`src/rtl/mis_lf_pkg.sv`:
```
// Shared constants, helpers and types for the mismatch-shaping loop filter.
`timescale 1ns/1ps
package mis_lf_pkg;
    localparam int MAX_ORDER_LIMIT = 4;

    // One bit per possible stage, e.g. per-stage saturation events.
    typedef logic [MAX_ORDER_LIMIT-1:0] stage_vec_t;

    // Internal signed width: room for sum of two clamped stages minus one.
    function automatic int sw_int(input int sw);
        return sw + 3;
    endfunction

    function automatic logic [2:0] clamp_order(input logic [2:0] order_sel, input int max_order);
        logic [2:0] o;
        o = order_sel;
        if (o == 3'd0)
            o = 3'd1;
        else if (int'(o) > max_order)
            o = 3'(max_order);
        return o;
    endfunction
endpackage

```
`src/rtl/mis_min_tree.sv`:
```
// Combinational balanced signed-minimum over a flat bus of N W-bit words.
`timescale 1ns/1ps
module mis_min_tree #(
    parameter int N = 4,
    parameter int W = 8
) (
    input  logic [N*W-1:0]        din,
    output logic signed [W-1:0]   dmin
);
    localparam int NP = 1 << $clog2(N);

    // Heap layout: leaves at NP-1..2*NP-2, root at 0. Spare leaves repeat real words.
    logic signed [W-1:0] node [2*NP-1];

    always_comb begin
        for (int j = 0; j < 2*NP-1; j++)
            node[j] = '0;
        for (int j = 0; j < NP; j++)
            node[NP-1+j] = din[(j % N)*W +: W];
        for (int j = NP-2; j >= 0; j--)
            node[j] = (node[2*j+1] < node[2*j+2]) ? node[2*j+1] : node[2*j+2];
        dmin = node[0];
    end
endmodule

```
`src/rtl/mis_shaping_lf_nth.sv`:
```
// Parametrised mismatch-shaping loop filter with run-time order and saturating stages.
`timescale 1ns/1ps
module mis_shaping_lf_nth
    import mis_lf_pkg::*;
#(
    parameter int N_ELEM    = 18,
    parameter int MAX_ORDER = 2,
    parameter int SW        = 7
) (
    input  logic                     clk,
    input  logic                     rst,
    input  logic                     clk_en,
    input  logic [2:0]               order_sel,
    input  logic                     sat_clr,
    input  logic [N_ELEM-1:0]        SV,
    output logic [N_ELEM-1:0]        SD,
    output logic [N_ELEM*(SW+1)-1:0] SFM,
    output logic                     sat_flag
);
    localparam int IW = sw_int(SW);
    localparam int OW = SW + 1;
    localparam logic signed [IW-1:0] SAT_MAX = IW'((1 << (SW-1)) - 1);

    logic [N_ELEM-1:0]    svd;
    logic [N_ELEM*SW-1:0] smd [MAX_ORDER];
    logic [N_ELEM*SW-1:0] sm  [MAX_ORDER];
    logic [2:0]           ord_q;
    logic [2:0]           ord_next;
    stage_vec_t           sat_ev;
    logic [OW-1:0]        acc;

    assign ord_next = clamp_order(order_sel, MAX_ORDER);
    assign SD       = svd;

    for (genvar g = 0; g < MAX_ORDER; g++) begin : g_stage
        logic signed [IW-1:0] se [N_ELEM];
        logic [N_ELEM*IW-1:0] se_bus;
        logic signed [IW-1:0] su;
        logic signed [IW-1:0] raw;
        logic [N_ELEM*SW-1:0] sm_prev;
        logic [N_ELEM*SW-1:0] sm_l;
        logic                 active;
        logic                 ev;

        if (g == 0) begin : g_first
            assign sm_prev = '0;
        end else begin : g_chain
            assign sm_prev = sm[g-1];
        end

        assign active = (int'(ord_q) > g);

        always_comb begin
            se_bus = '0;
            for (int i = 0; i < N_ELEM; i++) begin
                se[i] = IW'(smd[g][i*SW +: SW]) + IW'(sm_prev[i*SW +: SW]) - IW'(svd[i]);
                se_bus[i*IW +: IW] = se[i];
            end
        end

        mis_min_tree #(.N(N_ELEM), .W(IW)) u_min (
            .din  (se_bus),
            .dmin (su)
        );

        // Normalise against the minimum, then clamp; inactive stages read as zero.
        always_comb begin
            sm_l = '0;
            ev   = 1'b0;
            raw  = '0;
            for (int i = 0; i < N_ELEM; i++) begin
                raw = se[i] - su;
                if (active) begin
                    if (raw > SAT_MAX) begin
                        sm_l[i*SW +: SW] = SW'(SAT_MAX);
                        ev = 1'b1;
                    end else begin
                        sm_l[i*SW +: SW] = SW'(raw);
                    end
                end
            end
        end

        assign sm[g]     = sm_l;
        assign sat_ev[g] = ev;
    end

    for (genvar g = MAX_ORDER; g < MAX_ORDER_LIMIT; g++) begin : g_unbuilt
        assign sat_ev[g] = 1'b0;
    end

    always_comb begin
        SFM = '0;
        acc = '0;
        for (int i = 0; i < N_ELEM; i++) begin
            acc = '0;
            for (int k = 0; k < MAX_ORDER; k++)
                acc = acc + OW'(sm[k][i*SW +: SW]);
            SFM[i*OW +: OW] = acc;
        end
    end

    // Stages beyond the newly selected order load zero, so a reduction flushes them at once.
    always_ff @(posedge clk or posedge rst) begin
        if (rst) begin
            svd      <= '0;
            ord_q    <= 3'd1;
            sat_flag <= 1'b0;
            for (int k = 0; k < MAX_ORDER; k++)
                smd[k] <= '0;
        end else begin
            if (clk_en) begin
                svd   <= SV;
                ord_q <= ord_next;
                for (int k = 0; k < MAX_ORDER; k++)
                    smd[k] <= (k < int'(ord_next)) ? sm[k] : '0;
            end
            if (clk_en && (|sat_ev))
                sat_flag <= 1'b1;
            else if (sat_clr)
                sat_flag <= 1'b0;
        end
    end
endmodule

```
`config.mk`:
```
export PLATFORM = sky130hd
export DESIGN_NAME = mis_shaping_lf_nth
export DESIGN_NICKNAME = d
export VERILOG_FILES = /design/src/rtl/mis_lf_pkg.sv /design/src/rtl/mis_min_tree.sv /design/src/rtl/mis_shaping_lf_nth.sv
export SDC_FILE = /design/constraint.sdc
export NUM_CORES = 2
export LEC_CHECK = 0
export CAP_MARGIN = 20
export CORE_UTILIZATION = 35
export CTS_BUF_LIST = sky130_fd_sc_hd__clkbuf_4 sky130_fd_sc_hd__clkbuf_8 sky130_fd_sc_hd__clkbuf_16
export DETAILED_ROUTE_END_ITERATION = 8
export HOLD_SLACK_MARGIN = 0.12
export PLACE_DENSITY_LB_ADDON = 0.3
export SYNTH_ARGS = -nofsm -noshare
export SYNTH_HDL_FRONTEND = slang
export SYNTH_HIERARCHICAL = 1
export SYNTH_SLANG_ARGS = --single-unit
```
`constraint.sdc`:
```
create_clock -name clk -period 107.6 [get_ports clk]
set_input_delay 21.52 -clock clk [delete_from_list [all_inputs] [get_ports clk]]
set_output_delay 21.52 -clock clk [all_outputs]
set_load 0.01 [all_outputs]
```
Word-level counts from Yosys, hierarchy flattened
Index checks and enable logic that the tools add are counted.
{"block": "op_classes", "add_sub_neg": 108, "mul": 0, "div": 0, "n_lt_le_gt_ge": 89, "eq_ne": 0, "shifts": 0, "muxes": 198, "n_bitwise": 0, "n_reduce_logical": 4}
{"op": "$mux 7", "n": 72}
{"op": "$mux 10", "n": 48}
{"op": "$gt 10x7->1 const B", "n": 36}
{"op": "$lt 10x10->1", "n": 30}
{"op": "$add 7x7->8", "n": 36}
{"op": "$mux 126", "n": 2}
{"op": "$sub 8x10->10", "n": 18}
{"op": "$sub 9x10->10", "n": 18}
{"op": "$sub 8x1->9", "n": 18}
{"op": "$sub 7x1->8", "n": 18}
{"op": "$lt 9x9->1", "n": 9}
{"op": "$mux 1", "n": 74}
{"op": "$lt 8x8->1", "n": 9}
{"op": "$gt 3x1->1 const B", "n": 2}
{"op": "$lt 1x3->1 const A", "n": 2}
{"op": "$mux 3", "n": 2}
{"op": "$gt 3x2->1 const B", "n": 1}
{"op": "$logic_not 3->1", "n": 1}
{"op": "$reduce_bool 2->1", "n": 1}
{"op": "$reduce_or 2->1", "n": 1}
{"op": "$logic_and 1x1->1", "n": 1}
{"block": "totals", "ff_bits": 274, "latchBits": 0, "ram_bits": 0, "romBits": 0, "input_bits": 25, "out_inout_bits": 163, "word_cells": 404, "n_memories": 0}

Depth between registers and ports, before layout
{"block": "logic_depth", "word_depth": 68, "ltp_mapped": 165, "ltp_nobuf": 156}

Modules after synthesis
Netlist, hierarchy kept.
{"mod": "mis_shaping_lf_nth", "instances": 1, "cells_per_inst": 5067, "area_per_inst_um2": 40991.8, "seq_area_each_um2": 6857.8}
{"mod": "mis_min_tree", "instances": 2, "cells_per_inst": 1304, "area_per_inst_um2": 9216.3, "seq_area_each_um2": 0.0}

Worst setup path before layout
No wires, ideal clock.
{"block": "synth_path", "path_kind": "reg2out", "start": "register smd[247] (netlist name)", "end": "output SFM[38]", "arrival_ns": 33.350, "t_required_ns": 86.080, "path_slack_ns": 52.730, "stages_incl_launch_ff": 148, "n_path_buf": 10, "cell_sequence": "dfrtp_1 > or4_4 > nor3_1 > inv_1 > ha_1 > clkbuf_1 > nand4_1 > a21oi_1 > and2_1 > nor2_1 > a31oi_1 > mux2_2 > ha_1 > a21oi_1 > nor2b_1 > o22ai_1 > a21boi_0 > o211ai_1 > [112 not listed] > ha_1 > nor2b_1 > o31a_1 > o31ai_1 > a211oi_1 > or3_1 > a32oi_1 > inv_1 > a21oi_1 > ha_1 > inv_1 > fa_1 > inv_1 > a21oi_1 > o21bai_1 > a21o_1 > a21oi_1 > xnor2_1"}
{"element": "start, declared", "line_no": "mis_shaping_lf_nth.sv:25", "source": "logic [N_ELEM*SW-1:0] smd [MAX_ORDER];"}
{"element": "start signal, assigned by index", "line_no": "mis_shaping_lf_nth.sv:116", "source": "smd[k] <= (k < int'(ord_next)) ? sm[k] : '0;"}
{"element": "end, declared", "line_no": "mis_shaping_lf_nth.sv:17", "source": "output logic [N_ELEM*(SW+1)-1:0] SFM,"}

==> results.toml <==
[timing]
slew_viol_final = 0
tns_ns = 0
rsz0062_at_grt = "false"
max-slew-margin-rel = 0.225
max_freq_mhz = 16.8
hold_violations = 0
setup_viol = 0
skew_ns = 0.0242
finalCritPeriodShare = 0.553
finalCriticalPeriod_ns = 59.47
worst-slew-pin-transition_ns = 1.15
holdWs_ns = 0.507

[logic_synthesis]
syn_inst = 7675
synthFlopType = "dfrtp_1"
synth_nets = 8878
async_reset_ff_frac = 1.00
synth_area_leaders = "ha_1 23%, dfrtp_1 11%, inv_1 7.8%"
synth_cell_type_count = 113
yosys.area.top_type = "ha_1"
ys_seq_area_frac = 0.115
synth.cell_area_um2 = 59400
synth_edf_count = 0
yosysWarnings = 6
synth.top_cell.area_share = 0.233
syn_area_per_cell_um2 = 7.74
synth.ff_latch_count = 274

[clock_tree]
cts_setup_buffers = 0
clock-sinks = 274
cts_made_buffers = 38
cts_hold_buffers = 0
h-tree-depth = 2
clk_latency_ns = 0.60
cts-root-buf = "clkbuf_16"
clk_pin_slew_ns = 0.06
post_cts_resized = 0
cts_buffer_depth = 3
cts_tree = "yes"

[route]
postRouteAntennaNets = 0
dr.first_iter.drc_count = 3805
vias = 55700
dr.pass1.iters = 5
routed_wl_um = 203000
avgViaCountPerCell = 5.52
avgRoutedWirePerCell_um = 20.1
drc = 0

[placement]
io_buffers = 186
gp_congestion = 0.945
dp_hpwl_um = 164000
postPlaceCellArea_um2 = 64300

[cells_and_area]
fin_util = 0.391
layout_common_cells = "1231 x inv_1, 1106 x ha_1, 677 x a21oi_1, 621 x nor2_1, 333 x xnor2_1"
finalNetCount = 9064
area_growth_pct = 10.5
final_common_cell = "inv_1"
design_area_um2 = 65700
drive_above_1_share = 0.0684

[worst_setup_path]
cp_data_required_time_ns = 86.08
critPathMostFrequentCell = "ha_1"
crit_arrival_ns = 37.95
start_kind = "register"
reg2reg_setup_slack_ns = 70.34
critPathSlowestCell = "xor2_1"
cpPeakStageDelay_ns = 0.86
cp_max_fo = 15
end_kind = "output pin"
path_class = "reg -> out"

[die]
dieArea_um2 = 171000
start_util = 0.354
io_pins = 188
die_w_um = 414
core_um2 = 168000
rows = 150
die_h_um = 414

[grt]
overflow = 0
grt_pass1_wl_um = 309000
grtUsageTotal = 0.228
grt_start_max_net_pins = 141
grt_pass1_vias = 52600
antenna_found_initial = 3

[hold_path]
hp-class = "reg -> reg"

[status]
run_status = "finished, final reports clean"

[job]
cap_violations = 0
## logic make-up after synthesis
group | Yosys count | share of synthesized area
AO/OA/AOI/OAI | 2065 | 0.229
XOR/XNOR | 534 | 0.0791
buffers and inverters | 1377 | 0.0882
flip-flops | 274 | 0.115
adder cells (fa/ha/maj) | 1182 | 0.258
multiplexers | 428 | 0.0770
AND/OR/NAND/NOR | 1815 | 0.153
## final cells by class
class                   instances  area, µm²
fillers                     17300     102000
flip-flops and latches        274       6860
well taps                    2204       2760
diodes                          6       15.0
inverters                    1239       4660
clock inverters                17        201
repair buffers                284       2630
multi-input cells            6024      47400
clock buffers                  51       1110
## critical path: cells and delay by family, from the launching register on
family	cells	cell delay, ns
multiplexers	10	3.99
adder cells (fa/ha/maj)	18	5.82
AND/OR/NAND/NOR	26	5.65
flip-flops	1	0.50
buffers and inverters	21	4.15
XOR/XNOR	4	2.05
AO/OA/AOI/OAI	57	15.07
## stage by stage
step | setup WS (ns) | cells
after floorplan | 52.73 | 7675
after global routing | 45.89 | 10100
final | 48.13 | 10100
after CTS | 48.11 | 10100
after detailed placement | 48.82 | 10000
after global placement | 49.38 | 10000
## flip-flops by register name, summed over array words and instances, names as in the netlist
register and count:
ord_q 3, SD 18, sat_flag 1, smd 252
## per-layer routing
layer	global-route usage	part of all wire	up-vias
met3	0.0130	0.044	318
met2	0.383	0.46	1340
met5	0	0	-
met4	0.101	0.049	0
li1	-	-	27500
met1	0.300	0.45	26600
## final timing paths
check	from	endpoint	cells after the start
min	smd[231]$_DFFE_PP0P_	smd[231]$_DFFE_PP0P_	1
max reg2reg	SD[1]$_DFFE_PP0P_	sat_flag$_DFFE_PP0P_	126
max in group asynchronous	rst	smd[206]$_DFFE_PP0P_	5
max	SD[1]$_DFFE_PP0P_	SFM[54]	136
min reg2reg	smd[231]$_DFFE_PP0P_	smd[231]$_DFFE_PP0P_	1
min in group asynchronous	rst	smd[240]$_DFFE_PP0P_	2
## cells in the mapped netlist, types with 22 or more instances
library cell  number
a211o_1           23
a211oi_1          96
a21o_1           169
a21oi_1          679
a22o_1            60
a31oi_1           48
and2_1            33
and3_1            51
clkbuf_1          98
dfrtp_1          273
fa_1              72
ha_1            1106
inv_1           1235
mux2_2           203
mux2i_1          219
nand2_1          283
nand2b_1         152
nand3_1          106
nand4_1           51
nor2_1           624
nor2b_1          130
nor3_1           123
nor4_1            39
o2111ai_1         26
o211ai_1          67
o21a_1            97
o21ai_0          307
o21bai_1         109
o22ai_1           51
o31a_1            28
o31ai_1           39
o32ai_1           44
or2_2             45
or3_1             55
or4_1             22
xnor2_1          333
xor2_1           198
Power is not shown: default switching activity piles up to over one toggle a cycle in this logic, so the estimate is an artifact.
